$ cat src/rtl/ext_pkg.sv
// Shared types and default widths for the immediate/load-data extender.
// Latency: n/a (types and constants only).
// Backpressure: n/a.
package ext_pkg;

  localparam int EXT_DATA_W = 32;
  localparam int EXT_IMM_W  = 16;

  typedef enum logic [2:0] {
    ZERO = 3'd0,
    SIGN = 3'd1,
    HIGH = 3'd2,
    LB   = 3'd3,
    LBU  = 3'd4,
    LH   = 3'd5,
    LHU  = 3'd6,
    LW   = 3'd7
  } ext_mode_e;

  // Occupancy of the two-entry output buffer.
  typedef enum logic [1:0] {
    BUF_EMPTY = 2'd0,
    BUF_ONE   = 2'd1,
    BUF_TWO   = 2'd2
  } buf_state_e;

endpackage

$ cat src/rtl/ext_skid_buf.sv
// Generic 2-entry valid/ready skid buffer (main output register + one skid entry), with flush.
// Latency: 1 cycle; a payload accepted at edge N is presented from edge N.
// Backpressure: in_ready is a flop, low only while the skid entry holds data.
module ext_skid_buf
  import ext_pkg::*;
#(
  parameter int W = 33
) (
  input  logic         clk,
  input  logic         rst_n,
  input  logic         flush,
  input  logic         in_valid,
  output logic         in_ready,
  input  logic [W-1:0] in_data,
  output logic         out_valid,
  input  logic         out_ready,
  output logic [W-1:0] out_data
);

  buf_state_e   state_q, state_d;
  logic [W-1:0] main_q, skid_q;
  logic         rdy_q;
  logic         acc, drn;
  logic         main_ld, main_from_skid, skid_ld;

  assign acc       = in_valid && rdy_q;
  assign drn       = (state_q != BUF_EMPTY) && out_ready;
  assign in_ready  = rdy_q;
  assign out_valid = (state_q != BUF_EMPTY);
  assign out_data  = main_q;

  // Next occupancy and which register loads; flush overrides everything.
  always_comb begin
    state_d        = state_q;
    main_ld        = 1'b0;
    main_from_skid = 1'b0;
    skid_ld        = 1'b0;
    case (state_q)
      BUF_EMPTY: begin
        if (acc) begin
          state_d = BUF_ONE;
          main_ld = 1'b1;
        end
      end
      BUF_ONE: begin
        if (acc && drn) begin
          main_ld = 1'b1;
        end else if (acc) begin
          state_d = BUF_TWO;
          skid_ld = 1'b1;
        end else if (drn) begin
          state_d = BUF_EMPTY;
        end
      end
      BUF_TWO: begin
        // in_ready is low here, so only a drain can happen.
        if (drn) begin
          state_d        = BUF_ONE;
          main_from_skid = 1'b1;
        end
      end
      default: state_d = BUF_EMPTY;
    endcase
    if (flush) begin
      state_d        = BUF_EMPTY;
      main_ld        = 1'b0;
      main_from_skid = 1'b0;
      skid_ld        = 1'b0;
    end
  end

  // Occupancy, registered ready and the two payload registers.
  always_ff @(posedge clk or negedge rst_n) begin
    if (!rst_n) begin
      state_q <= BUF_EMPTY;
      rdy_q   <= 1'b1;
      main_q  <= '0;
      skid_q  <= '0;
    end else if (flush) begin
      state_q <= BUF_EMPTY;
      rdy_q   <= 1'b1;
      main_q  <= '0;
      skid_q  <= '0;
    end else begin
      state_q <= state_d;
      rdy_q   <= (state_d != BUF_TWO);
      if (main_ld) begin
        main_q <= in_data;
      end else if (main_from_skid) begin
        main_q <= skid_q;
      end
      if (skid_ld) begin
        skid_q <= in_data;
      end
    end
  end

endmodule

$ cat src/rtl/ext_pipe.sv
// Immediate (zero/sign/high) and load-data (byte/half/word lane + extend) extender.
// Latency: 1 cycle through a 2-entry skid buffer, one result per cycle.
// Backpressure: in_ready (registered) drops once two results are held un-drained.
module ext_pipe
  import ext_pkg::*;
#(
  parameter int DATA_W = EXT_DATA_W,
  parameter int IMM_W  = EXT_IMM_W,
  parameter int OFF_W  = $clog2(DATA_W/8)
) (
  input  logic              clk,
  input  logic              rst_n,
  input  logic              flush,
  input  logic              in_valid,
  output logic              in_ready,
  input  logic [2:0]        in_mode,
  input  logic [IMM_W-1:0]  in_imm,
  input  logic [DATA_W-1:0] in_data,
  input  logic [OFF_W-1:0]  in_off,
  output logic              out_valid,
  input  logic              out_ready,
  output logic [DATA_W-1:0] out_data,
  output logic              out_err
);

  ext_mode_e         mode;
  logic [7:0]        byte_lane;
  logic [15:0]       half_lane;
  logic [DATA_W-1:0] res;
  logic              err;
  logic [DATA_W:0]   buf_out;

  assign mode = ext_mode_e'(in_mode);

  // Little-endian lane select: shift the addressed byte down to bit 0.
  assign byte_lane = 8'(in_data >> {in_off, 3'b000});
  assign half_lane = 16'(in_data >> {in_off, 3'b000});

  // Extend per mode; a misaligned load yields zero data with the error flag.
  always_comb begin
    res = '0;
    err = 1'b0;
    case (mode)
      ZERO: res = {{(DATA_W-IMM_W){1'b0}}, in_imm};
      SIGN: res = {{(DATA_W-IMM_W){in_imm[IMM_W-1]}}, in_imm};
      HIGH: res = {in_imm, {(DATA_W-IMM_W){1'b0}}};
      LB:   res = {{(DATA_W-8){byte_lane[7]}}, byte_lane};
      LBU:  res = {{(DATA_W-8){1'b0}}, byte_lane};
      LH: begin
        if (in_off[0]) err = 1'b1;
        else           res = {{(DATA_W-16){half_lane[15]}}, half_lane};
      end
      LHU: begin
        if (in_off[0]) err = 1'b1;
        else           res = {{(DATA_W-16){1'b0}}, half_lane};
      end
      LW: begin
        if (in_off != '0) err = 1'b1;
        else              res = in_data;
      end
      default: res = '0;
    endcase
  end

  ext_skid_buf #(
    .W(DATA_W + 1)
  ) u_buf (
    .clk       (clk),
    .rst_n     (rst_n),
    .flush     (flush),
    .in_valid  (in_valid),
    .in_ready  (in_ready),
    .in_data   ({err, res}),
    .out_valid (out_valid),
    .out_ready (out_ready),
    .out_data  (buf_out)
  );

  assign out_data = buf_out[DATA_W-1:0];
  assign out_err  = buf_out[DATA_W];

endmodule

$ cat config.mk
export PLATFORM = sky130hd
export DESIGN_NAME = ext_pipe
export DESIGN_NICKNAME = d
export VERILOG_FILES = /design/src/rtl/ext_pkg.sv /design/src/rtl/ext_skid_buf.sv /design/src/rtl/ext_pipe.sv
export SDC_FILE = /design/constraint.sdc
export NUM_CORES = 1
export LEC_CHECK = 0
export ABC_AREA = 1
export BUFFER_PORTS_ARGS = -buffer_cell sky130_fd_sc_hd__buf_2
export CAP_MARGIN = 10
export CORE_UTILIZATION = 50
export DETAILED_ROUTE_END_ITERATION = 12
export PLACE_DENSITY = 0.74
export REMOVE_ABC_BUFFERS = 1
export SYNTH_ARGS = -nofsm -noshare
export SYNTH_HDL_FRONTEND = slang
export SYNTH_SLANG_ARGS = --single-unit
$ cat constraint.sdc
create_clock -name clk -period 1.8 [get_ports clk]
set_input_delay 0.09 -clock clk [delete_from_list [all_inputs] [get_ports clk]]
set_output_delay 0.09 -clock clk [all_outputs]
set_load 0.01 [all_outputs]
After elaboration in Yosys (flattened, before gate mapping):

Cells that the tools add are included.

* word-level logic and storage cells: 56
* bits of input ports: 58
* bits in registers: 69

* shift operators: 1
* equality and inequality tests: 10
* muxes and demuxes: 31
* reduce and logical (&&, ||, !) cells: 10

Operator list (number)
* case mux 32 bit (8 select lines): 1
* two-way mux 33 bit: 5
* two-way mux 32 bit: 2
* right shift 32 x 5 -> 16 bit: 1
* two-way mux 16 bit: 1
* two-way mux 2 bit: 7
* == test 3 bit (second input constant): 4
* two-way mux 1 bit: 12
* == test 3 x 2 -> 1 bit (second input constant): 2
* case mux 2 bit (3 select lines): 1
* nonzero test 2 bit: 3
* case mux 1 bit (2 select lines): 2
* == test 3 x 1 -> 1 bit (second input constant): 1
* logical AND 1 bit: 3
* zero test 3 bit: 1
* nonzero test 3 bit: 1
* == test 2 x 1 -> 1 bit (second input constant): 1
* == test 2 bit (second input constant): 1
* zero test 2 bit: 1
* inequality test 2 bit (second input constant): 1
* OR reduction 2 bit: 1

Logic depth before layout (Yosys ltp):

* word-level depth: 9
* depth in mapped cells: 10
* mapped depth without buffers: 9

By module:

A second synthesis with hierarchy kept.

* cells, all modules: 760
* area, all modules: 4962.3 sq um

Modules (own cells, without submodules)
* ext_skid_buf: times used 1, seq. area each 1727.9 sq um, area each 3738.6 sq um, cells an instance 497
* ext_pipe: times used 1, seq. area each 0.0 sq um, area each 1223.7 sq um, cells an instance 263

Least setup slack after synthesis:

OpenSTA, ideal clock, no wires.

* path type: register to register
* start point: reg u_buf.rdy_q, in the netlist u_buf.in_ready
* end point: reg u_buf.main_q[22], in the netlist u_buf.out_data[22]
* clock period less this slack: 1415 ps
* setup slack: 385 ps
* data required time: 1677 ps
* cell stages (with the launch flop): 9
* setup time: 123 ps
* arrival time: 1292 ps
* buffers on the path: 1
* cell sequence: dfstp_2 > nand2_1 > nor2_1 > nand2_1 > nand2_1 > inv_1 > buf_2 > a31oi_1 > nand2_1

* longest elaborated chain between the ends: 7

RTL lines
* start: declaration: line ext_skid_buf.sv:22 `logic rdy_q;`
* start signal: assignment: line ext_skid_buf.sv:86 `rdy_q <= (state_d != BUF_TWO);`
* logical AND 1 bit *: line ext_skid_buf.sv:26 `assign acc = in_valid && rdy_q;`
* logical AND 1 bit: line ext_skid_buf.sv:46 `if (acc && drn) begin`
* two-way mux 1 bit: line ext_skid_buf.sv:46
* case mux 1 bit (2 select lines) *: line ext_skid_buf.sv:38 `case (state_q)`
* two-way mux 1 bit *: line ext_skid_buf.sv:64 `if (flush) begin`
* two-way mux 33 bit: line ext_skid_buf.sv:87 `if (main_ld) begin`
* two-way mux 33 bit: line ext_skid_buf.sv:79 `end else if (flush) begin`
* end signal: assignment: line ext_skid_buf.sv:88 `main_q <= in_data;`
* end signal: assignment: line ext_skid_buf.sv:90 `main_q <= skid_q;`
* end: declaration: line ext_skid_buf.sv:21 `logic [W-1:0] main_q, skid_q;`

Mark *: on every way between the ends. The rest lies on a longest branch, timed or not.
A chain may end at the register's enable or synchronous reset.

Final worst setup path:

* start point: reg u_buf.state_q[0]
* end point: reg u_buf.main_q[10], in the netlist u_buf.out_data[10]

* longest elaborated chain between the ends: 8

RTL lines
* start: declaration: line ext_skid_buf.sv:20 `buf_state_e state_q, state_d;`
* start signal: assignment: line ext_skid_buf.sv:85 `state_q <= state_d;`
* nonzero test 2 bit: line ext_skid_buf.sv:27 `assign drn = (state_q != BUF_EMPTY) && out_ready;`
* logical AND 1 bit: line ext_skid_buf.sv:27
* logical AND 1 bit: line ext_skid_buf.sv:46
* two-way mux 1 bit: line ext_skid_buf.sv:46
* case mux 1 bit (2 select lines): line ext_skid_buf.sv:38
* two-way mux 1 bit: line ext_skid_buf.sv:64
* two-way mux 33 bit: line ext_skid_buf.sv:87
* two-way mux 33 bit: line ext_skid_buf.sv:79

Several ways; a longest one is shown, not always the timed one.

==> qor.txt <==
run status: complete, no violations
required time at the worst-slack endpoint: 2090 ps
final global-route overflow total: 0
TritonCTS buffer count: 9
unique cell type count in the Yosys netlist: 33
CP startpoint kind: flop
fraction of final layout cells sized beyond drive strength 1: 0.226
worst path buffer plus inverter count: 4
final worst clock skew: 8.29 ps
critical path cell sequence: inv_1, nor2_1, inv_1, nand2_1, nand2_1, inv_1, buf_4, a31oi_1, nand2_1
Ant. Diodes: 0
Worst setup EP type: flop
slew margin rel.: 0.747
sequential power share: 0.437
count of maximum capacitance violations: 0
maximum operating frequency: 0.586 GHz
detailed router's first-iteration violation count: 282
setup tns final: 0 ps
PwrDens: 736 nW/um^2
Pre-antenna DRT Iters: 6
share of total power in combinational logic: 0.168
cell count after placement: 792
Hold Crit Class: input pin to flop
reported leakage power: 2.88 nW
number of vias per cell after detailed routing: 5.62
DRC violation count after routing: 0
Gate Count Post-Synth: 617
unrepaired setup endpoints after global routing: false
average wire length per cell after detail routing: 15.6 microns
Placer Congestion: 0.879
internal power: 0.00267 W
Horiz. Die Dim: 94.5 microns
worst vdd ir: 0.000403 V
number of nets at the end of the flow: 758
Clk network pwr share: 0.396
initial core utilization: 0.518
synthesized flop and latch total: 69
post-synthesis cell area: 4280 sq um
slew at the pin closest to its max-slew limit: 380 ps
worst endpoint data arrival time: 1990 ps
Overall Global Routing Usage: 0.302
final period demand of the worst path: 1710 ps
placeable core region: 8260 sq um
Critical Path Max Stage Delay: 370 ps
Crit Path Max Fanout: 31
family of cells with the greatest summed delay on the critical path: buffers and inverters
H-Tree Depth: 3
share of synthesized registers carrying an async set or reset: 1.00
sink count of the clock tree: 69
WS Path Type: flop to flop
total of buffers placed on input and output ports: 92
number of antenna violations at the first check in global routing: 0
mean post-synth cell area: 6.93 sq um
Warnings, synthesis: 0
hold violation count in the final report: 0
wire length of the first global-routing pass: 20,500 microns
setup violation total in the final timing report: 0
area share of the leading cell type in the synthesized netlist: 0.398
Antenna Nets Post-Route: 0
cell types occupying the most area after synthesis: sky130_fd_sc_hd__dfrtp_1 (40%), sky130_fd_sc_hd__nand2_1 (25%), sky130_fd_sc_hd__nand3_1 (6.2%)
I/O pin count: 93
maximum number of pins on one net before global-route repair: 70
net switching power: 0.00108 W
part of the Yosys area used for sequential elements: 0.404
commonest cells after routing, fill and taps aside: sky130_fd_sc_hd__nand2_1 (285), sky130_fd_sc_hd__buf_2 (92), sky130_fd_sc_hd__dfrtp_1 (68)
area growth from synthesis to final layout: 18.9%
clock tree from TritonCTS: done
total setup buffers inserted after CTS: 0
Die Span Y: 94.5 microns
vias in the first global route: 4,254
floorplan die area: 8930 sq um
CTS Root Buffer Type: sky130_fd_sc_hd__clkbuf_8
detailed-route via count: 4,554
total design power: 0.00374 W
Util after Layout: 0.616
post-route clock period utilization: 0.947
critical path's slowest cell: sky130_fd_sc_hd__dfrtp_1
final routed wirelength across all metal layers: 12,600 microns
Clock Tree Buf Depth: 2
most instantiated flip-flop cell in the synthesis netlist: sky130_fd_sc_hd__dfrtp_1
dominant cell type by area after synthesis: sky130_fd_sc_hd__dfrtp_1
final standard cell count with taps included and fillers excluded: 810
switching portion of total power: 0.287
commonest non-fill, non-tap cell in the layout: sky130_fd_sc_hd__nand2_1
count of standard-cell rows: 33
count of final max-slew check failures: 0
CTS clock-pin slew for the worst setup and hold paths: 70 ps
placed wire-length estimate: 8440 microns
Clk Latency, worst-skew pair: 360 ps
EDFF count, synth: 0
cell type report:
class                      instances  area (sq um)
fill                             763          3170
multi-input combinational        490          2260
sequential                        69          1730
timing repair buffer             109           656
clock buffer                      11           151
tap                              105           131
clock inverter                     5          82.6
inverter                          21          78.8
synth_stat cells (2+ instances only):
| master | n |
|---|---|
| sky130_fd_sc_hd__buf_4 | 3 |
| sky130_fd_sc_hd__inv_2 | 6 |
| sky130_fd_sc_hd__nand2_4 | 2 |
| sky130_fd_sc_hd__nor2_1 | 40 |
| sky130_fd_sc_hd__o21ai_0 | 4 |
| sky130_fd_sc_hd__clkbuf_1 | 9 |
| sky130_fd_sc_hd__buf_1 | 2 |
| sky130_fd_sc_hd__nand2_2 | 4 |
| sky130_fd_sc_hd__mux2i_1 | 2 |
| sky130_fd_sc_hd__buf_6 | 7 |
| sky130_fd_sc_hd__nor2_2 | 2 |
| sky130_fd_sc_hd__nand4_1 | 10 |
| sky130_fd_sc_hd__nand3_1 | 53 |
| sky130_fd_sc_hd__nand3_2 | 12 |
| sky130_fd_sc_hd__a31oi_1 | 30 |
| sky130_fd_sc_hd__buf_2 | 15 |
| sky130_fd_sc_hd__dfrtp_1 | 68 |
| sky130_fd_sc_hd__o21ai_1 | 32 |
| sky130_fd_sc_hd__inv_1 | 15 |
| sky130_fd_sc_hd__nand2_1 | 286 |
| sky130_fd_sc_hd__a21oi_1 | 3 |
layer usage:
| metal | GRT usage | wire (microns) |
|---|---|---|
| met1 | 0.396 | 5290 |
| met2 | 0.493 | 6030 |
| met3 | 0.0483 | 941 |
| met4 | 0.134 | 370 |
| met5 | 0 | 0 |
final timing paths:
check / slack [ps] / cells after the start / from / end
worst max-delay path: 90 / 9 / u_buf.state_q[0] / u_buf.out_data[10]
worst min-delay path: 70 / 3 / out_ready / u_buf.in_ready
worst max register to register: 90 / 9 / u_buf.state_q[0] / u_buf.out_data[10]
worst min register to register: 480 / 2 / u_buf.skid_q[22] / u_buf.skid_q[22]
max in group asynchronous: 1190 / 3 / rst_n / u_buf.in_ready
min in group asynchronous: 290 / 3 / rst_n / u_buf.skid_q[29]
power groups by stage:
stage / Sequential (W) / Combinational [W] / Clock [W]
global placement: 0.00166 / 0.000608 / 0
floorplan: 0.00168 / 0.000285 / 0
finish: 0.00163 / 0.000627 / 0.00148
detailed placement: 0.00166 / 0.000616 / 0
global route: 0.00164 / 0.000698 / 0.00155
CTS: 0.00163 / 0.000624 / 0.00150
sequential cells by signal (all words and copies together) (netlist names):
register,count
u_buf.out_data,33
u_buf.skid_q,33
u_buf.state_q,2
u_buf.in_ready,1
per-stage QoR:
stage               cell area, sq um  worst slack (ps)  hold WS (ps)
floorplan                       4050              -128          -206
global placement                4820               274           144
detailed placement              4820               116           143
CTS                             5080              48.3          51.2
global route                    5090              2.02          61.5
finish                          5090              94.7          67.0
worst register-to-register path: stages (launching register included):
cell and delay (ps):
sky130_fd_sc_hd__dfrtp_1 370, sky130_fd_sc_hd__inv_1 80, sky130_fd_sc_hd__nor2_1 190, sky130_fd_sc_hd__inv_1 100
sky130_fd_sc_hd__nand2_1 110, sky130_fd_sc_hd__nand2_1 90, sky130_fd_sc_hd__inv_1 80, sky130_fd_sc_hd__buf_4 340
sky130_fd_sc_hd__a31oi_1 170, sky130_fd_sc_hd__nand2_1 110
logic make-up (layout without fill, tap and decap cells):
kind of cell | count (synthesis) | after routing | synth area share
mux | 2 | 2 | 0.00468
flops | 69 | 69 | 0.404
buf+inv | 58 | 146 | 0.0705
simple gates | 414 | 414 | 0.420
compound gates | 74 | 74 | 0.100
what timing repair did:
action | 4_1_cts | 5_1_grt
hold endpoints to repair | 70 | 0
hold buffers | 2 | 0
gates resized for setup | 0 | 2
endpoints found under the setup margin | 0 | 24
(Power assumes the default switching activity.)
